--- src/rtl/skut_frame_reader_pkg.sv ---
// skut_frame_reader_pkg: shared SKUT frame constants and reader FSM states
package skut_frame_reader_pkg;
   localparam int SKUT_WORDS = 80;
   localparam int SKUT_RAM_DEPTH = 128;
   localparam int SKUT_ADDR_W = $clog2(SKUT_RAM_DEPTH);
   typedef enum logic [2:0] {IDLE, FETCH, WAIT, LOAD, SHIFT} state_t;
endpackage

--- src/rtl/skut_frame_reader_if.sv ---
// skut_frame_reader_if: frame strobe, bit enable, RAM read port and serial outputs
interface skut_frame_reader_if
   import skut_frame_reader_pkg::*;
#(
   parameter int ADDR_W = SKUT_ADDR_W
);
   logic              i8KHz;
   logic              iBitEn;
   logic [7:0]        iRdData;
   logic [ADDR_W-1:0] oRdAddr;
   logic              oRdEn;
   logic              oSerial;
   logic              oWordSync;
   logic              oFrameSync;
   logic              oBusy;
   logic              oOverrun;
   modport master (
      input  i8KHz, iBitEn, iRdData,
      output oRdAddr, oRdEn, oSerial, oWordSync, oFrameSync, oBusy, oOverrun
   );
   modport slave (
      output i8KHz, iBitEn, iRdData,
      input  oRdAddr, oRdEn, oSerial, oWordSync, oFrameSync, oBusy, oOverrun
   );
endinterface

--- src/rtl/skut_frame_reader_edge_sync.sv ---
// skut_edge_sync: 2-FF synchroniser with rising-edge detect for slow strobes
module skut_edge_sync (
   input  logic iClk,
   input  logic reset,
   input  logic strobe,
   output logic rise
);
   logic [2:0] s;
   // s[0], s[1] synchronise; s[2] holds the previous synchronised level
   always_ff @(posedge iClk) s <= reset ? 3'b000 : {s[1:0], strobe};
   assign rise = s[1] & ~s[2];
endmodule

--- src/rtl/skut_frame_reader.sv ---
// skut_frame_reader: fetches 80 frame words per 8 kHz edge and serialises them MSB-first
module skut_frame_reader
   import skut_frame_reader_pkg::*;
#(
   parameter int WORDS  = SKUT_WORDS,
   parameter int ADDR_W = SKUT_ADDR_W,
   parameter int RD_LAT = 1
) (
   input logic iClk,
   input logic reset,
   skut_frame_reader_if.master bus
);
   localparam logic [ADDR_W-1:0] LAST = ADDR_W'(WORDS - 1);
   state_t            state, state_n;
   logic              rise, bit_en, edge_bit, load, fin, cap;
   logic [ADDR_W-1:0] idx;
   logic [1:0]        lat_cnt;
   logic [7:0]        hold, shreg;
   logic [2:0]        bitcnt;
   logic              hold_valid, err;

   skut_edge_sync u_sync (.iClk(iClk), .reset(reset), .strobe(bus.i8KHz), .rise(rise));

   // idx counts loaded words, so shifting is live only after the first word is in shreg
   assign bit_en   = bus.iBitEn && state != IDLE && idx != '0;
   assign edge_bit = bit_en && bitcnt == 3'd7;

   // next state plus load/finish/capture strobes; the next word is prefetched right after each load
   always_comb begin
      state_n = state;
      load    = 1'b0;
      fin     = 1'b0;
      cap     = state == WAIT && lat_cnt == 2'(RD_LAT);
      case (state)
         IDLE:  state_n = rise ? FETCH : IDLE;
         FETCH: state_n = WAIT;
         WAIT:  state_n = cap ? (idx == '0 ? LOAD : SHIFT) : WAIT;
         LOAD: begin
            load    = 1'b1;
            state_n = idx < LAST ? FETCH : SHIFT;
         end
         SHIFT: begin
            load    = edge_bit && idx <= LAST;
            fin     = edge_bit && idx > LAST;
            state_n = fin ? IDLE : (load && idx < LAST) ? FETCH : SHIFT;
         end
         default: state_n = IDLE;
      endcase
   end

   // state register
   always_ff @(posedge iClk) state <= reset ? IDLE : state_n;

   // read port, word hold and shift register, framing flags
   always_ff @(posedge iClk) begin
      if (reset) begin
         bus.oRdAddr    <= '0;
         bus.oRdEn      <= 1'b0;
         bus.oSerial    <= 1'b0;
         bus.oWordSync  <= 1'b0;
         bus.oFrameSync <= 1'b0;
         bus.oBusy      <= 1'b0;
         bus.oOverrun   <= 1'b0;
         idx            <= '0;
         lat_cnt        <= '0;
         hold           <= '0;
         hold_valid     <= 1'b0;
         shreg          <= '0;
         bitcnt         <= '0;
         err            <= 1'b0;
      end else begin
         bus.oRdEn    <= state == FETCH;
         bus.oOverrun <= rise && bus.oBusy;
         lat_cnt      <= state == WAIT ? lat_cnt + 2'd1 : 2'd0;
         if (state == FETCH) bus.oRdAddr <= idx;
         if (state == IDLE && rise) begin
            bus.oBusy <= 1'b1;
            idx       <= '0;
         end
         if (cap) begin
            hold       <= bus.iRdData;
            hold_valid <= 1'b1;
         end
         if (load) begin
            shreg          <= hold;
            bus.oSerial    <= hold_valid & hold[7];
            bitcnt         <= '0;
            hold_valid     <= 1'b0;
            bus.oWordSync  <= 1'b1;
            bus.oFrameSync <= idx == '0;
            idx            <= idx + 1'b1;
            err            <= err | ~hold_valid;
         end else if (fin) begin
            bus.oSerial    <= 1'b0;
            bus.oWordSync  <= 1'b0;
            bus.oFrameSync <= 1'b0;
            bus.oBusy      <= 1'b0;
         end else if (bit_en) begin
            shreg          <= {shreg[6:0], 1'b0};
            bus.oSerial    <= shreg[6];
            bitcnt         <= bitcnt + 3'd1;
            bus.oWordSync  <= 1'b0;
            bus.oFrameSync <= 1'b0;
         end
      end
   end

   hold_underrun: assert property (@(posedge iClk) disable iff (reset) !err);
endmodule

--- src/flat_wrapper.sv ---
// flat-port wrapper written by rule: the top's interface ports become plain ports
module skut_frame_reader_flat import skut_frame_reader_pkg::*;
#(
   parameter int WORDS  = SKUT_WORDS,
   parameter int ADDR_W = SKUT_ADDR_W,
   parameter int RD_LAT = 1
)
  (iClk, reset, bus_i8KHz, bus_iBitEn, bus_iRdData, bus_oRdAddr, bus_oRdEn, bus_oSerial, bus_oWordSync, bus_oFrameSync, bus_oBusy, bus_oOverrun);
  skut_frame_reader_if #(.ADDR_W(ADDR_W)) bus_i ();
  input logic iClk;
  input logic reset;
  input wire logic [$bits(bus_i.i8KHz)-1:0] bus_i8KHz;
  input wire logic [$bits(bus_i.iBitEn)-1:0] bus_iBitEn;
  input wire logic [$bits(bus_i.iRdData)-1:0] bus_iRdData;
  output wire logic [$bits(bus_i.oRdAddr)-1:0] bus_oRdAddr;
  output wire logic [$bits(bus_i.oRdEn)-1:0] bus_oRdEn;
  output wire logic [$bits(bus_i.oSerial)-1:0] bus_oSerial;
  output wire logic [$bits(bus_i.oWordSync)-1:0] bus_oWordSync;
  output wire logic [$bits(bus_i.oFrameSync)-1:0] bus_oFrameSync;
  output wire logic [$bits(bus_i.oBusy)-1:0] bus_oBusy;
  output wire logic [$bits(bus_i.oOverrun)-1:0] bus_oOverrun;
  assign bus_i.i8KHz = bus_i8KHz;
  assign bus_i.iBitEn = bus_iBitEn;
  assign bus_i.iRdData = bus_iRdData;
  assign bus_oRdAddr = bus_i.oRdAddr;
  assign bus_oRdEn = bus_i.oRdEn;
  assign bus_oSerial = bus_i.oSerial;
  assign bus_oWordSync = bus_i.oWordSync;
  assign bus_oFrameSync = bus_i.oFrameSync;
  assign bus_oBusy = bus_i.oBusy;
  assign bus_oOverrun = bus_i.oOverrun;
  skut_frame_reader #(.WORDS(WORDS), .ADDR_W(ADDR_W), .RD_LAT(RD_LAT)) u_core (.iClk(iClk), .reset(reset), .bus(bus_i));
endmodule
--- config.mk ---
export PLATFORM = sky130hd
export DESIGN_NAME = skut_frame_reader_flat
export DESIGN_NICKNAME = d
export VERILOG_FILES = /design/src/rtl/skut_frame_reader_pkg.sv /design/src/rtl/skut_frame_reader_if.sv /design/src/rtl/skut_frame_reader_edge_sync.sv /design/src/rtl/skut_frame_reader.sv /design/src/flat_wrapper.sv
export SDC_FILE = /design/constraint.sdc
export NUM_CORES = 1
export LEC_CHECK = 0
export CAP_MARGIN = 20
export CORE_AREA = 2 2 81 83
export DETAILED_ROUTE_END_ITERATION = 12
export DIE_AREA = 0 0 83 85
export SETUP_SLACK_MARGIN = 0.4
export SKIP_LAST_GASP = 1
export SLEW_MARGIN = 10
export SYNTH_ARGS = -nofsm -noshare
export SYNTH_HDL_FRONTEND = slang
export SYNTH_SLANG_ARGS = --single-unit
--- constraint.sdc ---
create_clock -name iClk -period 2.5 [get_ports iClk]
set_clock_uncertainty 0.05 [all_clocks]
set_input_delay 0.625 -clock iClk [delete_from_list [all_inputs] [get_ports iClk]]
set_output_delay 0.625 -clock iClk [all_outputs]
set_load 0.005 [all_outputs]
# After elaboration in Yosys (flattened, before gate mapping)
# Cells that the tools add are included.
dict set report word_totals {
  regBits 47
  inputBits 12
  out_inout_bits 13
  elab_cells 77
}
dict set report classes {
  add_sub_neg 3
  magnitude_cmp 3
  n_eq_ne 7
  n_mux 24
  bitwise_logic 5
  reduce_logical 20
}
# operator count
set op_table {}
lappend op_table {{$mux 7} 5}
lappend op_table {{$mux 3} 5}
lappend op_table {{$pmux 3 s5} 1}
lappend op_table {{$mux 1} 12}
lappend op_table {{$logic_and 1x1->1} 9}
lappend op_table {{$add 7x1->7 const B} 1}
lappend op_table {{$gt 7x7->1 const B} 1}
lappend op_table {{$le 7x7->1 const B} 1}
lappend op_table {{$logic_not 7->1} 1}
lappend op_table {{$lt 7x7->1 const B} 1}
lappend op_table {{$reduce_bool 7->1} 1}
lappend op_table {{$eq 3x2->1 const B} 2}
lappend op_table {{$eq 3x3->1 const B} 2}
lappend op_table {{$reduce_bool 3->1} 2}
lappend op_table {{$reduce_and 2->1} 2}
lappend op_table {{$reduce_bool 2->1} 2}
lappend op_table {{$reduce_or 2->1} 2}
lappend op_table {{$add 3x1->3 const B} 1}
lappend op_table {{$eq 3x1->1 const B} 1}
lappend op_table {{$logic_not 3->1} 1}
lappend op_table {{$not 1->1} 3}
lappend op_table {{$add 2x1->2 const B} 1}
lappend op_table {{$and 1x1->1} 2}
lappend op_table {{$eq 2x1->1 const B} 1}
lappend op_table {{2 further kinds} 2}

# Longest topological paths before layout
dict set report depth {
  word_depth 9
  mapped_depth 8
  ltp_nobuf 7
}

# Cells and area by module
# Synthesis repeated with hierarchy kept, for this count alone.
dict set report unflattened {
  hier_cells 244
  area_unflattened_um2 2100.8
}
# module n_inst cells_per_inst area_each_um2 seq_area_each_um2
set by_module_without_submodules {}
lappend by_module_without_submodules {skut_frame_reader 1 237 2013.2 880.8}
lappend by_module_without_submodules {skut_edge_sync 1 7 87.6 60.1}

# Worst setup path before layout
# No wires, ideal clock.
dict set report synth_timing {
  kind {reg2reg}
  from {reg u_core.bitcnt[0]}
  to {reg u_core.bus.oFrameSync}
  setup_time_ns 0.128
  arrival_ns 1.826
  t_required_ns 2.322
  setup_slack_ns 0.496
  stages_incl_launch_ff 9
  path_buffers 1
  period_less_slack_ns 2.004
  path_cell_list {dfxtp_1 ha_1 ha_1 nand4bb_1 a211oi_2 a21oi_4 buf_2 a31oi_1 nor2_1}
}
dict set report synth_between {
  elab_chain_len 6
  elab_cells_between_ends 9
  classes_between {eq/ne: 1; mux: 4; reduce/logical: 4}
}
# element line_no
set synth_rtl {}
lappend synth_rtl {{from (decl)} skut_frame_reader.sv:19} ;# logic [2:0] bitcnt;
lappend synth_rtl {{from (signal assigned)} skut_frame_reader.sv:101} ;# bitcnt <= bitcnt + 3'd1;
lappend synth_rtl {{$eq 3x3->1 (*)} skut_frame_reader.sv:26} ;# assign edge_bit = bit_en && bitcnt == 3'd7;
lappend synth_rtl {{$logic_and 1x1->1 (*)} skut_frame_reader.sv:26}
lappend synth_rtl {{$logic_and 1x1->1} skut_frame_reader.sv:44} ;# fin = edge_bit && idx > LAST;
lappend synth_rtl {{$mux 1} skut_frame_reader.sv:34} ;# case (state)
lappend synth_rtl {{$mux 1} skut_frame_reader.sv:93} ;# end else if (fin) begin
lappend synth_rtl {{$mux 1} skut_frame_reader.sv:84} ;# if (load) begin
lappend synth_rtl {{to (signal assigned)} skut_frame_reader.sv:90} ;# bus.oFrameSync <= idx == '0;
lappend synth_rtl {{to (signal assigned)} skut_frame_reader.sv:96} ;# bus.oFrameSync <= 1'b0;
lappend synth_rtl {{to (signal assigned)} skut_frame_reader.sv:103} ;# bus.oFrameSync <= 1'b0;
lappend synth_rtl {{to (decl)} skut_frame_reader_if.sv:19} ;# output oRdAddr, oRdEn, oSerial, oWordSync, oFrameSync, oBusy, oOverrun
# Every way passes the cells marked *; elsewhere a longest branch is shown, timed or not.
# A chain may end at the register's enable or synchronous reset.

# Worst setup path in the final report
dict set report layout_timing {
  from {reg u_core.idx[0]}
  to {reg u_core.idx[3]}
}
dict set report layout_between {
  elab_chain_len 6
  elab_cells_between_ends 9
  classes_between {add/sub: 1; order compare: 1; mux: 2; reduce/logical: 5}
}
# element line_no
set layout_rtl {}
lappend layout_rtl {{from (decl)} skut_frame_reader.sv:16} ;# logic [ADDR_W-1:0] idx;
lappend layout_rtl {{from (signal assigned)} skut_frame_reader.sv:91} ;# idx <= idx + 1'b1;
lappend layout_rtl {{branches (longest 6 deep; another with $le 7x7->1)} --}
# Several ways; the timed one is not identified.

==> qor.yml <==
outcome: "completed"
reg2reg_setup_slack_ps: 470
final.period_utilization_pct: 81.35
timing.slew.headroom_pct: 69.90
drt-total-wl_um: 4358
final-setup-viol-count: 0
drive_above_1_share_pct: 17.62
clock_latency_ps: 310
powerDensity_nw_per_um2: 490.5
dr.pass1.iters: 4
cts_buffers: 5
rsz0062_at_grt: "yes"
slowest_stage: "a2111oi_2"
period_needed_ps: 2034
synth_seq_cells: 47
grt_pass1_vias: 1520
synthToLayoutAreaGrowth_pct: 24.99
path_clk_slew_ps: 90
seq_area_frac_synth_pct: 43.90
dp_hpwl_um: 2982
synth.cell_area_um2: 2143
fin_nets: 277
viasPerCell: 4.956
grt_max_degree: 25
hold_class: "flop to flop"
place_congestion: 0.7746
synth.top_cell.area_share_pct: 43.90
ant_nets: 0
hold_viol_final: 0
yosysTopAreaCell: "dfxtp_1"
path_cells: "inv_2, ha_1, nor4b_4, a211oi_4, buf_4, a2111oi_2, buf_4, nand2_1, o31ai_1"
endpoint_kind: "flop"
synth.distinct_cells: 47
synth_area_leaders: "dfxtp_1 44%, mux2i_1 7.0%, nand2_1 5.1%"
critPathMaxFanout: 5
irDropWorstVdd_uv: 272.8
nFillCells: 620
avgSynthCellArea_um2: 9.359
p_leak_nw: 1.035
critPathKind: "flop to flop"
cp.required_ps: 2670
die_area_um2: 7055
netlist_instances: 229
diodes: 0
setup_tns_ps: 0
critPathArrivalTime_ps: 2200
tightest_slew_ps: 451.5
antenna_found_initial: 0
slew_viol_final: 0
die_h_um: 85
grt-ovfl-total: 0
maxCapViolCount: 0
die_w_um: 83
p_total_mw: 1.314
cts-root-buf: "clkbuf_8"
io_pins: 25
crit_path_max_incr_delay_ps: 370
core_region_area_um2: 6205
num_vias: 1675
rows: 29
htreeDepth: 2
cts_tree: "built"
cts.sinks: 47
start_util_pct: 34.54
drc: 0
portBuffers: 24
drtIter0Drc: 72
grt_pass1_wl_um: 7210
cts_max_path_buffers: 2
fmax_mhz: 491.7
yosysWarnings: 0
synth_fp_nets: 246
synth_edf_count: 0
cp-start-kind: "flop"
post_drt_wl_per_cell_um: 12.89
grt_usage_pct: 12.51
synthArstFlopShare_pct: 0
synth_top_flop_cell: "dfxtp_1"
cpMostUsedCell: "buf_4"
==> cell usage after synthesis, types with 2 or more instances <==
library cell / count
buf_1: 2
nor3_1: 8
a211o_1: 4
o21ai_0: 2
nor4b_1: 2
nor4_1: 5
buf_2: 3
clkbuf_1: 8
nor3b_1: 4
or3b_1: 2
nand2_1: 29
nand2b_1: 2
mux2i_1: 15
a21o_1: 2
a31oi_1: 2
dfxtp_1: 47
xor2_1: 2
nand3_1: 9
inv_1: 6
nor2_1: 18
nor2b_1: 5
a21oi_1: 17
a211oi_2: 7
ha_1: 5
==> kinds of logic after synthesis <==
| group | synth area share (%) |
|---|---|
| buf+inv | 5.312 |
| flops | 43.90 |
| compound gates | 17.16 |
| xor+xnor | 0.8174 |
| simple gates | 22.88 |
| mux | 7.005 |
| fa+ha+maj | 2.919 |
==> flip-flops by register name, indices dropped and copies added, names as in the netlist <==
name / count
u_core.bus.oRdAddr: 7
u_core.idx: 7
u_core.state: 3
u_core.hold_valid: 1
u_core.hold: 8
u_core.bus.oBusy: 1
u_core.bus.oFrameSync: 1
u_core.bus.oOverrun: 1
u_core.shreg: 7
u_core.bus.oWordSync: 1
u_core.u_sync.s: 3
u_core.lat_cnt: 2
u_core.bus.oSerial: 1
u_core.bus.oRdEn: 1
u_core.bitcnt: 3
==> path summary, 6_finish.rpt <==
check | start | to | cells past startpoint
setup / recovery | u_core.idx[0] | u_core.idx[3] | 9
hold / removal | u_core.u_sync.s[0] | u_core.u_sync.s[1] | 1
setup reg to reg | u_core.idx[0] | u_core.idx[3] | 9
hold reg to reg | u_core.u_sync.s[0] | u_core.u_sync.s[1] | 1
==> stage by stage <==
stage          setup slack (ps)  cells  hold WS [ps]  util [%]  area, um2
2_1_floorplan             496.0    229         357.2         -       2143
3_3_place_gp              159.6    324         370.1     39.83       2471
3_5_place_dp              113.6    324         376.8     39.83       2471
4_1_cts                   401.9    336         396.4     42.11       2613
5_1_grt                   357.1    338         413.9     43.17       2679
6_report                  466.2    338         395.2     43.17       2679
==> what timing repair did <==
action	4_1_cts	5_1_grt
hold endpoints to repair	0	0
setup endpoints to repair	13	18
resized for setup	0	10
hold buffers	0	0
buffers inserted	4	2
pin swaps	1	3
==> routing by layer <==
layer	track usage, %	up-vias	wire length [um]
met5	0	-	0
met3	3.016	5	132
met2	19.28	26	1962
li1	-	876	-
met4	5.365	0	74
met1	16.80	768	2189
==> worst max-delay path: cells and delay by family (launching register included) <==
| kind | cells | cell delay, ps |
|---|---|---|
| compound gates | 3 | 580 |
| flops | 1 | 350 |
| fa+ha+maj | 1 | 160 |
| simple gates | 2 | 360 |
| buf+inv | 3 | 440 |
==> report_power, final <==
group | total [mW] | switching (mW) | leakage (nW) | internal [mW]
clock network | 0.495 | 0.269 | 0.0474 | 0.226
registers | 0.757 | 0.00376 | 0.381 | 0.753
logic | 0.0616 | 0.0306 | 0.607 | 0.0310
==> cell usage in the layout, fill, tap and decap left out, types with 3 or more instances in the layout <==
master	n
dfxtp_2	3
buf_12	3
buf_4	13
nand2_1	29
a21oi_1	17
dfxtp_1	44
inv_1	5
clkdlybuf4s50_1	22
nor3b_1	4
clkbuf_8	6
nor4_1	5
nor2_1	18
nand3_1	9
mux2i_1	13
nor3_1	8
ha_1	5
a211o_1	4
nor2b_1	5
a211oi_2	6
==> area by class of cell <==
cell class	instances	area [um2]	share of cell area, %
flip-flops and latches	47	944.7	35.26
inverters	6	22.52	0.8407
repair buffers	40	395.4	14.76
clock inverters	2	16.27	0.6072
clock buffers	6	82.58	3.083
multi-input cells	160	1121	41.85
well taps	77	96.34	3.596
Power figures use the tool's default switching activity.
